<file path="src/rtl/cpu_pkg.sv">
// Shared PipelineCPU definitions: data-memory access types, XLEN and the MEM/WB record.
package cpu_pkg;

    localparam int XLEN = 32;

    typedef enum logic [2:0] {
        dm_word              = 3'b000,
        dm_halfword          = 3'b001,
        dm_halfword_unsigned = 3'b010,
        dm_byte              = 3'b011,
        dm_byte_unsigned     = 3'b100
    } dmtype_e;

    typedef struct packed {
        logic            valid;
        logic [4:0]      rd;
        logic            reg_write;
        logic [XLEN-1:0] data;
    } memwb_t;

    // Halfwords need an even address, words a 4-byte aligned one; bytes never fault.
    // Unknown encodings are treated like a word access.
    function automatic logic addr_misaligned(input logic [2:0] dmtype, input logic [1:0] offset);
        case (dmtype_e'(dmtype))
            dm_halfword, dm_halfword_unsigned: return offset[0];
            dm_byte, dm_byte_unsigned:         return 1'b0;
            default:                           return offset != 2'b00;
        endcase
    endfunction

endpackage

</file>
<file path="src/rtl/load_extend.sv">
// Picks the addressed byte/halfword out of the raw memory word and sign/zero extends it.
module load_extend
    import cpu_pkg::*;
(
    input  logic [2:0]      dmtype,
    input  logic [1:0]      offset,
    input  logic [XLEN-1:0] data_in,
    output logic [XLEN-1:0] data_out
);

    logic [7:0]  lane [4];
    logic [7:0]  byte_sel;
    logic [15:0] half_sel;

    for (genvar gi = 0; gi < 4; gi++) begin : g_lane
        assign lane[gi] = data_in[8*gi +: 8];
    end

    assign byte_sel = lane[offset];
    assign half_sel = offset[1] ? data_in[31:16] : data_in[15:0];

    // Extension rule is chosen purely by access type; word (and unknown) passes the raw word.
    always_comb begin
        data_out = data_in;
        case (dmtype_e'(dmtype))
            dm_byte:              data_out = {{24{byte_sel[7]}}, byte_sel};
            dm_byte_unsigned:     data_out = {24'd0, byte_sel};
            dm_halfword:          data_out = {{16{half_sel[15]}}, half_sel};
            dm_halfword_unsigned: data_out = {16'd0, half_sel};
            default:              data_out = data_in;
        endcase
    end

endmodule

</file>
<file path="src/rtl/mem_access_stage.sv">
// MEM stage: store lane alignment, data-memory port, stall request, forwarding source, MEM/WB register.
module mem_access_stage
    import cpu_pkg::*;
(
    input  logic            clk,
    input  logic            rst,
    input  logic            ex_valid,
    input  logic [XLEN-1:0] ex_alu_result,
    input  logic [XLEN-1:0] ex_rs2_data,
    input  logic [4:0]      ex_rd,
    input  logic            ex_reg_write,
    input  logic            ex_mem_read,
    input  logic            ex_mem_write,
    input  logic [2:0]      ex_dmtype,
    input  logic            mem_ready,
    input  logic [XLEN-1:0] Data_in,
    input  logic            flush,
    output logic [XLEN-1:0] Addr_out,
    output logic [XLEN-1:0] Data_out,
    output logic [3:0]      be_out,
    output logic            mem_w,
    output logic [2:0]      DMType_out,
    output logic            stall_req,
    output logic            misalign,
    output logic            fwd_valid,
    output logic [4:0]      fwd_rd,
    output logic [XLEN-1:0] fwd_data,
    output logic            wb_valid,
    output logic [4:0]      wb_rd,
    output logic            wb_reg_write,
    output logic [XLEN-1:0] wb_data
);

    logic            active;
    logic            store_ok;
    logic            is_byte;
    logic            is_half;
    logic [1:0]      offset;
    logic [XLEN-1:0] store_lanes;
    logic [3:0]      lane_be;
    logic [XLEN-1:0] load_data;
    logic [XLEN-1:0] result;
    memwb_t          memwb_reg;
    memwb_t          memwb_next;

    assign offset   = ex_alu_result[1:0];
    assign active   = ex_valid & (ex_mem_read | ex_mem_write);
    assign misalign = active & addr_misaligned(ex_dmtype, offset);
    assign store_ok = active & ex_mem_write & ~misalign;
    assign is_byte  = (ex_dmtype == dm_byte) || (ex_dmtype == dm_byte_unsigned);
    assign is_half  = (ex_dmtype == dm_halfword) || (ex_dmtype == dm_halfword_unsigned);

    // Byte stores replicate into every lane, halfwords into both halves; the byte enables select.
    for (genvar gi = 0; gi < 4; gi++) begin : g_store_lane
        assign store_lanes[8*gi +: 8] = is_byte ? ex_rs2_data[7:0] :
                                        is_half ? ex_rs2_data[8*(gi%2) +: 8] :
                                                  ex_rs2_data[8*gi +: 8];
    end

    // Byte enables for the addressed lanes of a store.
    always_comb begin
        lane_be = 4'b1111;
        if (is_byte)      lane_be = 4'b0001 << offset;
        else if (is_half) lane_be = offset[1] ? 4'b1100 : 4'b0011;
    end

    assign Addr_out   = ex_valid ? {ex_alu_result[XLEN-1:2], 2'b00} : '0;
    assign Data_out   = (active & ex_mem_write) ? store_lanes : '0;
    assign be_out     = store_ok ? lane_be : 4'b0000;
    assign DMType_out = ex_valid ? ex_dmtype : 3'b000;
    assign mem_w      = store_ok & mem_ready & ~rst;
    assign stall_req  = active & ~misalign & ~mem_ready & ~rst;

    load_extend u_load_extend (
        .dmtype   (ex_dmtype),
        .offset   (offset),
        .data_in  (Data_in),
        .data_out (load_data)
    );

    assign result    = ex_mem_read ? load_data : ex_alu_result;
    assign fwd_valid = ex_valid & ex_reg_write & ~misalign & ~stall_req & (ex_rd != 5'd0);
    assign fwd_rd    = ex_valid ? ex_rd : 5'd0;
    assign fwd_data  = ex_valid ? result : '0;

    // MEM/WB next value: flush beats a stall, a stall inserts a bubble, otherwise capture.
    always_comb begin
        memwb_next = '0;
        if (!flush && !stall_req) begin
            memwb_next.valid     = ex_valid;
            memwb_next.rd        = ex_rd;
            memwb_next.reg_write = ex_reg_write & ~misalign;
            memwb_next.data      = result;
        end
    end

    // MEM/WB register with synchronous reset.
    always_ff @(posedge clk) begin
        if (rst) memwb_reg <= '0;
        else     memwb_reg <= memwb_next;
    end

    assign wb_valid     = memwb_reg.valid;
    assign wb_rd        = memwb_reg.rd;
    assign wb_reg_write = memwb_reg.reg_write;
    assign wb_data      = memwb_reg.data;

endmodule

</file>
<file path="config.mk">
export PLATFORM = sky130hd
export DESIGN_NAME = mem_access_stage
export DESIGN_NICKNAME = d
export VERILOG_FILES = /design/src/rtl/cpu_pkg.sv /design/src/rtl/load_extend.sv /design/src/rtl/mem_access_stage.sv
export SDC_FILE = /design/constraint.sdc
export NUM_CORES = 1
export LEC_CHECK = 0
export ABC_AREA = 1
export BUFFER_PORTS_ARGS = -buffer_cell sky130_fd_sc_hd__buf_2
export CAP_MARGIN = 25
export CORE_AREA = 2 2 101 103
export CTS_CLUSTER_SIZE = 25
export DETAILED_ROUTE_END_ITERATION = 12
export DIE_AREA = 0 0 103 105
export PLACE_DENSITY = 0.72
export SLEW_MARGIN = 20
export SYNTH_ARGS = -nofsm -noshare
export SYNTH_HDL_FRONTEND = slang
export SYNTH_SLANG_ARGS = --single-unit
export TNS_END_PERCENT = 10
</file>
<file path="constraint.sdc">
create_clock -name clk -period 3.5 [get_ports clk]
set_input_delay 0.35 -clock clk [delete_from_list [all_inputs] [get_ports clk]]
set_output_delay 0.35 -clock clk [all_outputs]
set_load 0.005 [all_outputs]
</file>
==> results of run 1 <==
==> worst min-delay path: cells and delay by family <==
family	cells	cell delay [ps]
and+or+nand+nor	1	30
buffers and inverters	2	150
==> state kept, by name, indices dropped and copies added, names as in the netlist <==
register      count
wb_reg_write      1
wb_valid          1
wb_data          32
wb_rd             5
==> worst max path at each step <==
| stage | to | slack (ps) | cells past startpoint |
|---|---|---|---|
| final | Data_out[23] | 710 | 10 |
| after global routing | Data_out[20] | 420 | 10 |
| after CTS | Data_out[17] | 690 | 10 |
| after detailed placement | Data_out[17] | 700 | 10 |
| after global placement | Data_out[22] | 750 | 10 |
| after floorplan | Data_out[23] | 1790 | 8 |
==> power by group through the flow <==
stage	sequential [W]	clock [W]	combinational (W)
floorplan	0.000486	0	0.000268
global placement	0.000481	0	0.000497
detailed placement	0.000482	0	0.000499
CTS	0.000471	0.000393	0.000501
global route	0.000473	0.000410	0.000561
finish	0.000471	0.000383	0.000499
==> cell families (layout without fill, tap and decap cells) <==
group,count (synthesis),count (layout),synth area share
AO/OA/AOI/OAI,70,70,0.125
buffers and inverters,128,370,0.162
flip-flops,39,39,0.240
other,1,3,0.00115
AND/OR/NAND/NOR,371,371,0.472
==> metrics by stage <==
stage	area, sq um	worst slack, ps
2_1_floorplan	3250	1790
6_report	4710	715
4_1_cts	4710	694
3_5_place_dp	4600	697
3_3_place_gp	4600	754
5_1_grt	4710	415
==> placed cells by master (no fill, tap or decap), drive strengths merged <==
cell      n
a21o      1
conb      2
nor3      1
nand3    32
a41oi     1
diode     1
o21bai   16
or2      13
clkbuf    5
nand2   178
a21oi    33
inv      96
o21ai    17
dfxtp    39
clkinv    3
a211oi    2
buf     265
bufinv    1
nand4     1
nor2    146
==> metal layers <==
metal	vias to the layer above	global-route usage	wire, um
met5	-	0	0
met4	0	0.0630	312
met3	23	0.0595	1220
met2	198	0.410	6660
met1	1926	0.289	5460
li1	2298	-	-
==> cell type report <==
cell class                 instances  area (sq um)  area share
multi-input combinational        443          1950       0.413
timing repair buffer             265          1340       0.284
sequential                        39           781       0.166
inverter                          97           364      0.0773
tap                              133           166      0.0353
clock buffer                       5          68.8      0.0146
clock inverter                     3          43.8     0.00930
antenna                            1          2.50    0.000531
==> cells in the mapped netlist <==
cell type | n | area [sq um]
nand2_1 | 172 | 646
nor2_1 | 143 | 537
inv_1 | 95 | 357
dfxtp_1 | 39 | 781
a21oi_1 | 33 | 165
nand3_1 | 30 | 150
o21bai_1 | 15 | 113
o21ai_0 | 14 | 70.1
buf_2 | 13 | 65.1
or2_2 | 13 | 81.3
clkbuf_1 | 11 | 41.3
nand2_2 | 5 | 31.3
buf_6 | 3 | 33.8
o21ai_1 | 3 | 15.0
a211oi_1 | 2 | 15.0
buf_1 | 2 | 7.51
buf_4 | 2 | 15.0
a21o_1 | 1 | 7.51
a41oi_1 | 1 | 8.76
clkinv_1 | 1 | 3.75
conb_1 | 1 | 3.75
inv_2 | 1 | 3.75
nand2_4 | 1 | 11.3
nand3_2 | 1 | 10.0
nand3_4 | 1 | 17.5
nand4_1 | 1 | 6.26
nor2_2 | 1 | 6.26
nor2_4 | 1 | 11.3
nor2_8 | 1 | 20.0
nor3_1 | 1 | 5.00
o21bai_2 | 1 | 11.3
==> impl_metrics.py, run 1 <==
metrics = {
    "status": {
        "status": "complete, no violations",
    },
    "yosys": {
        "synth_area_sq_um": 3250,
        "ys_seq_area_frac": 0.240,
        "syn_avg_cell_area_sq_um": 5.34,
        "ys_types": 31,
        "ys_ff_latch": 39,
        "netlist_instances": 609,
        "ys_warn_count": 0,
    },
    "global_routing": {
        "grt_max_degree": 40,
        "grt_pass1_vias": 4072,
        "gr-total-overflow": 0,
        "antenna_found_initial": 0,
        "grt_pass1_wl_um": 20300,
        "grt.total_usage": 0.238,
    },
    "floorplan": {
        "initial_utilization": 0.337,
        "die_height_um": 105,
        "coreArea_sq_um": 9640,
        "die_area_sq_um": 10800,
        "die_width_um": 103,
        "rows": 36,
        "ioPinCount": 263,
    },
    "cts": {
        "cts_setup_buffers": 0,
        "htree_levels": 2,
        "tritoncts.num_buffers": 5,
        "cts_hold_buf": 0,
        "cts.path.max_buffers": 2,
        "cts_num_sinks": 39,
        "path_clk_slew_ps": 90,
        "cts-resized-gates": 0,
        "cts_root_buf": "clkbuf_8",
        "cts_tree": "done",
    },
    "cells_and_area": {
        "nNetsFinal": 963,
        "nFillCells": 1086,
        "stdcell_count": 986,
        "drive_above_1_share": 0.351,
        "area_growth_pct": 45.0,
        "fin_util": 0.489,
    },
    "power_and_ir_drop": {
        "combPwrFrac": 0.369,
        "p_per_area_nw_per_um2": 287,
        "power.total_w": 0.00135,
        "ir_drop_mv": 0.143,
        "netSwitchingFraction": 0.350,
        "pwr-share-seq": 0.348,
        "clkPwrFrac": 0.283,
        "p_int_w": 0.000879,
        "p_leak_nw": 3.20,
        "switchingPower_w": 0.000474,
    },
    "critical_path": {
        "cp_num_buf_inv": 4,
        "critPathMaxFanout": 24,
        "cp-end-kind": "primary output",
        "cp.arrival_ps": 2440,
        "cp_top_family": "simple AND/OR/NAND/NOR gates",
        "cp-start-kind": "input pin",
        "cp.required_ps": 3150,
        "cp_slowest_cell": "nand2_1",
        "cp_cell_sequence": "buf_2, nor2_2, nand2_1, nand2_4, inv_2, nand2_1, buf_4, o21ai_0, a21oi_1, buf_2",
        "crit_start": "ex_dmtype[0]",
        "worstSetupPathType": "input pin to primary output",
        "crit_path_max_incr_delay_ps": 510,
    },
    "timing": {
        "hold_viol": 0,
        "slew_violations": 0,
        "tightest_slew_ps": 784,
        "timing.hold.ws_ps": 279,
        "fin_crit_sh": 0.796,
        "min_period_ps": 2790,
        "slew_headroom": 0.475,
        "rsz0062_at_grt": "no",
        "finalSetupViolCount": 0,
        "max_freq_mhz": 359,
        "setup_tns_ps": 0,
    },
    "routing": {
        "routed_wl_um": 13700,
        "antenna_left": 0,
        "drc": 0,
        "wl_per_cell_um": 13.8,
        "num_vias": 4445,
        "drt_iter0_markers": 202,
        "vias_per_cell": 4.51,
        "dr.pass1.iters": 6,
    },
    "hold_path": {
        "min_path_type": "input pin to register",
        "hold_depth": 3,
        "hp-start": "ex_rd[0]",
        "holdPathEnd": "wb_rd[0]",
    },
    "placement": {
        "dp_hpwl_um": 10900,
        "io_buffers": 260,
        "gp_congestion": 0.879,
        "placed_cells": 977,
    },
    "flow_run": {
        "maxCapViolCount": 0,
    },
}
No activity file was read; power rests on OpenSTA's default activity.
==> inputs of run 2 (changes only) <==
ABC_AREA = 0   (was 1)
CORE_AREA = 2 2 102 104   (was 2 2 101 103)
DIE_AREA = 0 0 104 106   (was 0 0 103 105)
PLACE_DENSITY = 0.7   (was 0.72)
clock period = 2.68 ns   (was 3.5 ns; I/O delays follow)
==> impl_metrics.py, run 2 <==
metrics = {
    "critical_path": {
        "crit_path_max_incr_delay_ps": 330,
        "cp.required_ps": 2410,
        "worstSetupPathType": "input pin to primary output",
        "cp_slowest_cell": "buf_2",
        "crit_start": "ex_dmtype[2]",
        "cp_cell_sequence": "buf_2, and3b_1, nand2b_1, nor2_4, buf_4, a21oi_1, nor3_1, buf_2",
        "cp_top_family": "simple AND/OR/NAND/NOR gates",
        "cp.arrival_ps": 1960,
        "cp-start-kind": "input pin",
        "critPathMaxFanout": 24,
        "cp-end-kind": "primary output",
        "cp_common_cell": "buf_2",
        "cp_num_buf_inv": 3,
        "crit_end": "fwd_data[28]",
        "cp_num_cells": 8,
    },
    "timing": {
        "fin_crit_sh": 0.830,
        "setup_tns_ps": 0,
        "finalWorstSetupSlack_ps": 457,
        "slew_violations": 0,
        "min_period_ps": 2220,
        "rsz0062_at_grt": "no",
        "slew_headroom": 0.434,
        "finalSetupViolCount": 0,
        "max_freq_mhz": 450,
        "hold_viol": 0,
        "tightest_slew_ps": 847,
        "timing.hold.ws_ps": 207,
    },
    "yosys": {
        "synth_common_cells": "a21oi_1 (66), nor3_1 (66), nor2_1 (64)",
        "ys_types": 48,
        "syn_avg_cell_area_sq_um": 6.63,
        "ys_seq_area_frac": 0.242,
        "async_flop_share": 0,
        "ys_warn_count": 0,
        "yosys-top-cells-area": "dfxtp_1 (24%), a21oi_1 (10%), nor3_1 (10%), nor2_1 (7.5%), and2_1 (6.4%)",
        "synth_top_area_share": 0.242,
        "synth_edf_count": 0,
        "yosysTopAreaCell": "dfxtp_1",
        "synth_area_sq_um": 3220,
        "ys_ff_latch": 39,
        "synth_flop_cell": "dfxtp_1",
        "netlist_instances": 486,
    },
    "global_routing": {
        "grtUsageMet2": 0.431,
        "grt_use_met3": 0.0454,
        "met1_usage": 0.285,
        "grt_pass1_wl_um": 21000,
        "gr-total-overflow": 0,
        "grt_pass1_vias": 4012,
        "antenna_found_initial": 0,
        "grt.total_usage": 0.238,
        "grt-busiest-layer": "met2",
        "grt_max_degree": 40,
    },
    "cells_and_area": {
        "final_common_cell": "buf_2",
        "antenna_cells": 0,
        "nNetsFinal": 841,
        "mostFrequentLayoutCells": "buf_2 (260), a21oi_1 (66), nor3_1 (66)",
        "area_growth_pct": 46.9,
        "largest_reg_flops": 32,
        "drive_above_1_share": 0.423,
        "stdcell_count": 866,
    },
    "floorplan": {
        "initial_utilization": 0.322,
        "die_area_sq_um": 11000,
        "coreArea_sq_um": 10000,
        "die_width_um": 104,
        "die_height_um": 106,
        "rows": 37,
        "ioPinCount": 263,
    },
    "cts": {
        "cts-resized-gates": 0,
        "path_clk_slew_ps": 90,
        "cts_tree": "done",
        "cts.path.max_buffers": 2,
        "cts_hold_buf": 0,
        "cts_root_buf": "clkbuf_8",
        "cts_num_sinks": 39,
        "cts_setup_buffers": 0,
        "htree_levels": 2,
        "tritoncts.num_buffers": 5,
    },
    "power_and_ir_drop": {
        "ir_drop_mv": 0.233,
        "netSwitchingFraction": 0.342,
        "p_leak_nw": 2.54,
        "combPwrFrac": 0.375,
        "pwr-share-seq": 0.343,
        "clkPwrFrac": 0.283,
        "switchingPower_w": 0.000616,
        "p_per_area_nw_per_um2": 380,
        "p_int_w": 0.00118,
    },
    "placement": {
        "dp_hpwl_um": 10900,
        "io_buffers": 260,
        "gp_congestion": 0.830,
        "placed_cells": 858,
        "dp_slack_ps": 474,
    },
    "hold_path": {
        "hold_depth": 3,
        "min_path_type": "input pin to register",
    },
    "flow_run": {
        "maxCapViolCount": 0,
    },
    "routing": {
        "routed_wl_um": 13700,
        "vias_per_cell": 4.93,
        "num_vias": 4272,
        "dr.pass1.iters": 4,
        "antenna_left": 0,
        "drt_iter0_markers": 271,
        "wl_per_cell_um": 15.9,
        "drc": 0,
    },
    "status": {
        "status": "complete, no violations",
    },
}
-- run 2: worst min-delay path, cell delays in order --
cell and delay [ps]:
buf_2 70, inv_1 50, nor2_1 90
-- run 2: cells by family (layout without fill, tap and decap cells) --
group	after synthesis	after routing	synth area share
AOI/OAI and AO/OA	108	108	0.195
xor gates and xnor gates	4	4	0.0109
buffers and inverters	50	293	0.0764
DFF	39	39	0.242
muxes	19	19	0.0625
other	1	2	0.00116
and+or+nand+nor	265	265	0.412
-- run 2: final cells by class --
type	instances	area (sq um)
sequential	39	781
fill	1106	5260
multi-input combinational	398	2210
inverter	7	26.3
clock buffer	5	68.8
tap	136	170
timing repair buffer	278	1440
clock inverter	3	43.8
-- run 2: how the worst min path moves through the flow --
stage	from	endpoint	slack (ps)
2_1_floorplan	ex_rd[4]	wb_rd[4]	400
3_3_place_gp	ex_rd[2]	wb_rd[2]	520
3_5_place_dp	ex_rd[2]	wb_rd[2]	520
4_1_cts	ex_rd[2]	wb_rd[2]	200
5_1_grt	ex_rd[1]	wb_rd[1]	220
6_report	ex_rd[2]	wb_rd[2]	210
-- run 2: per-layer routing --
metal / vias up / part of all wire
met5: - / 0
met4: 0 / 0.018
met3: 13 / 0.071
met2: 184 / 0.51
met1: 1927 / 0.41
li1: 2148 / -
-- run 2: power by group through the flow --
stage | logic [W] | clock network, W | registers, W
floorplan | 0.000360 | 0 | 0.000636
global placement | 0.000673 | 0 | 0.000630
detailed placement | 0.000678 | 0 | 0.000631
CTS | 0.000680 | 0.000524 | 0.000618
global route | 0.000752 | 0.000546 | 0.000620
finish | 0.000675 | 0.000509 | 0.000617
-- run 2: through the flow --
step	util	area, sq um	power (W)
2_1_floorplan	-	3230	0.000995
3_3_place_gp	0.462	4620	0.00130
3_5_place_dp	0.462	4620	0.00131
4_1_cts	0.474	4740	0.00182
5_1_grt	0.474	4740	0.00192
6_report	0.474	4740	0.00180
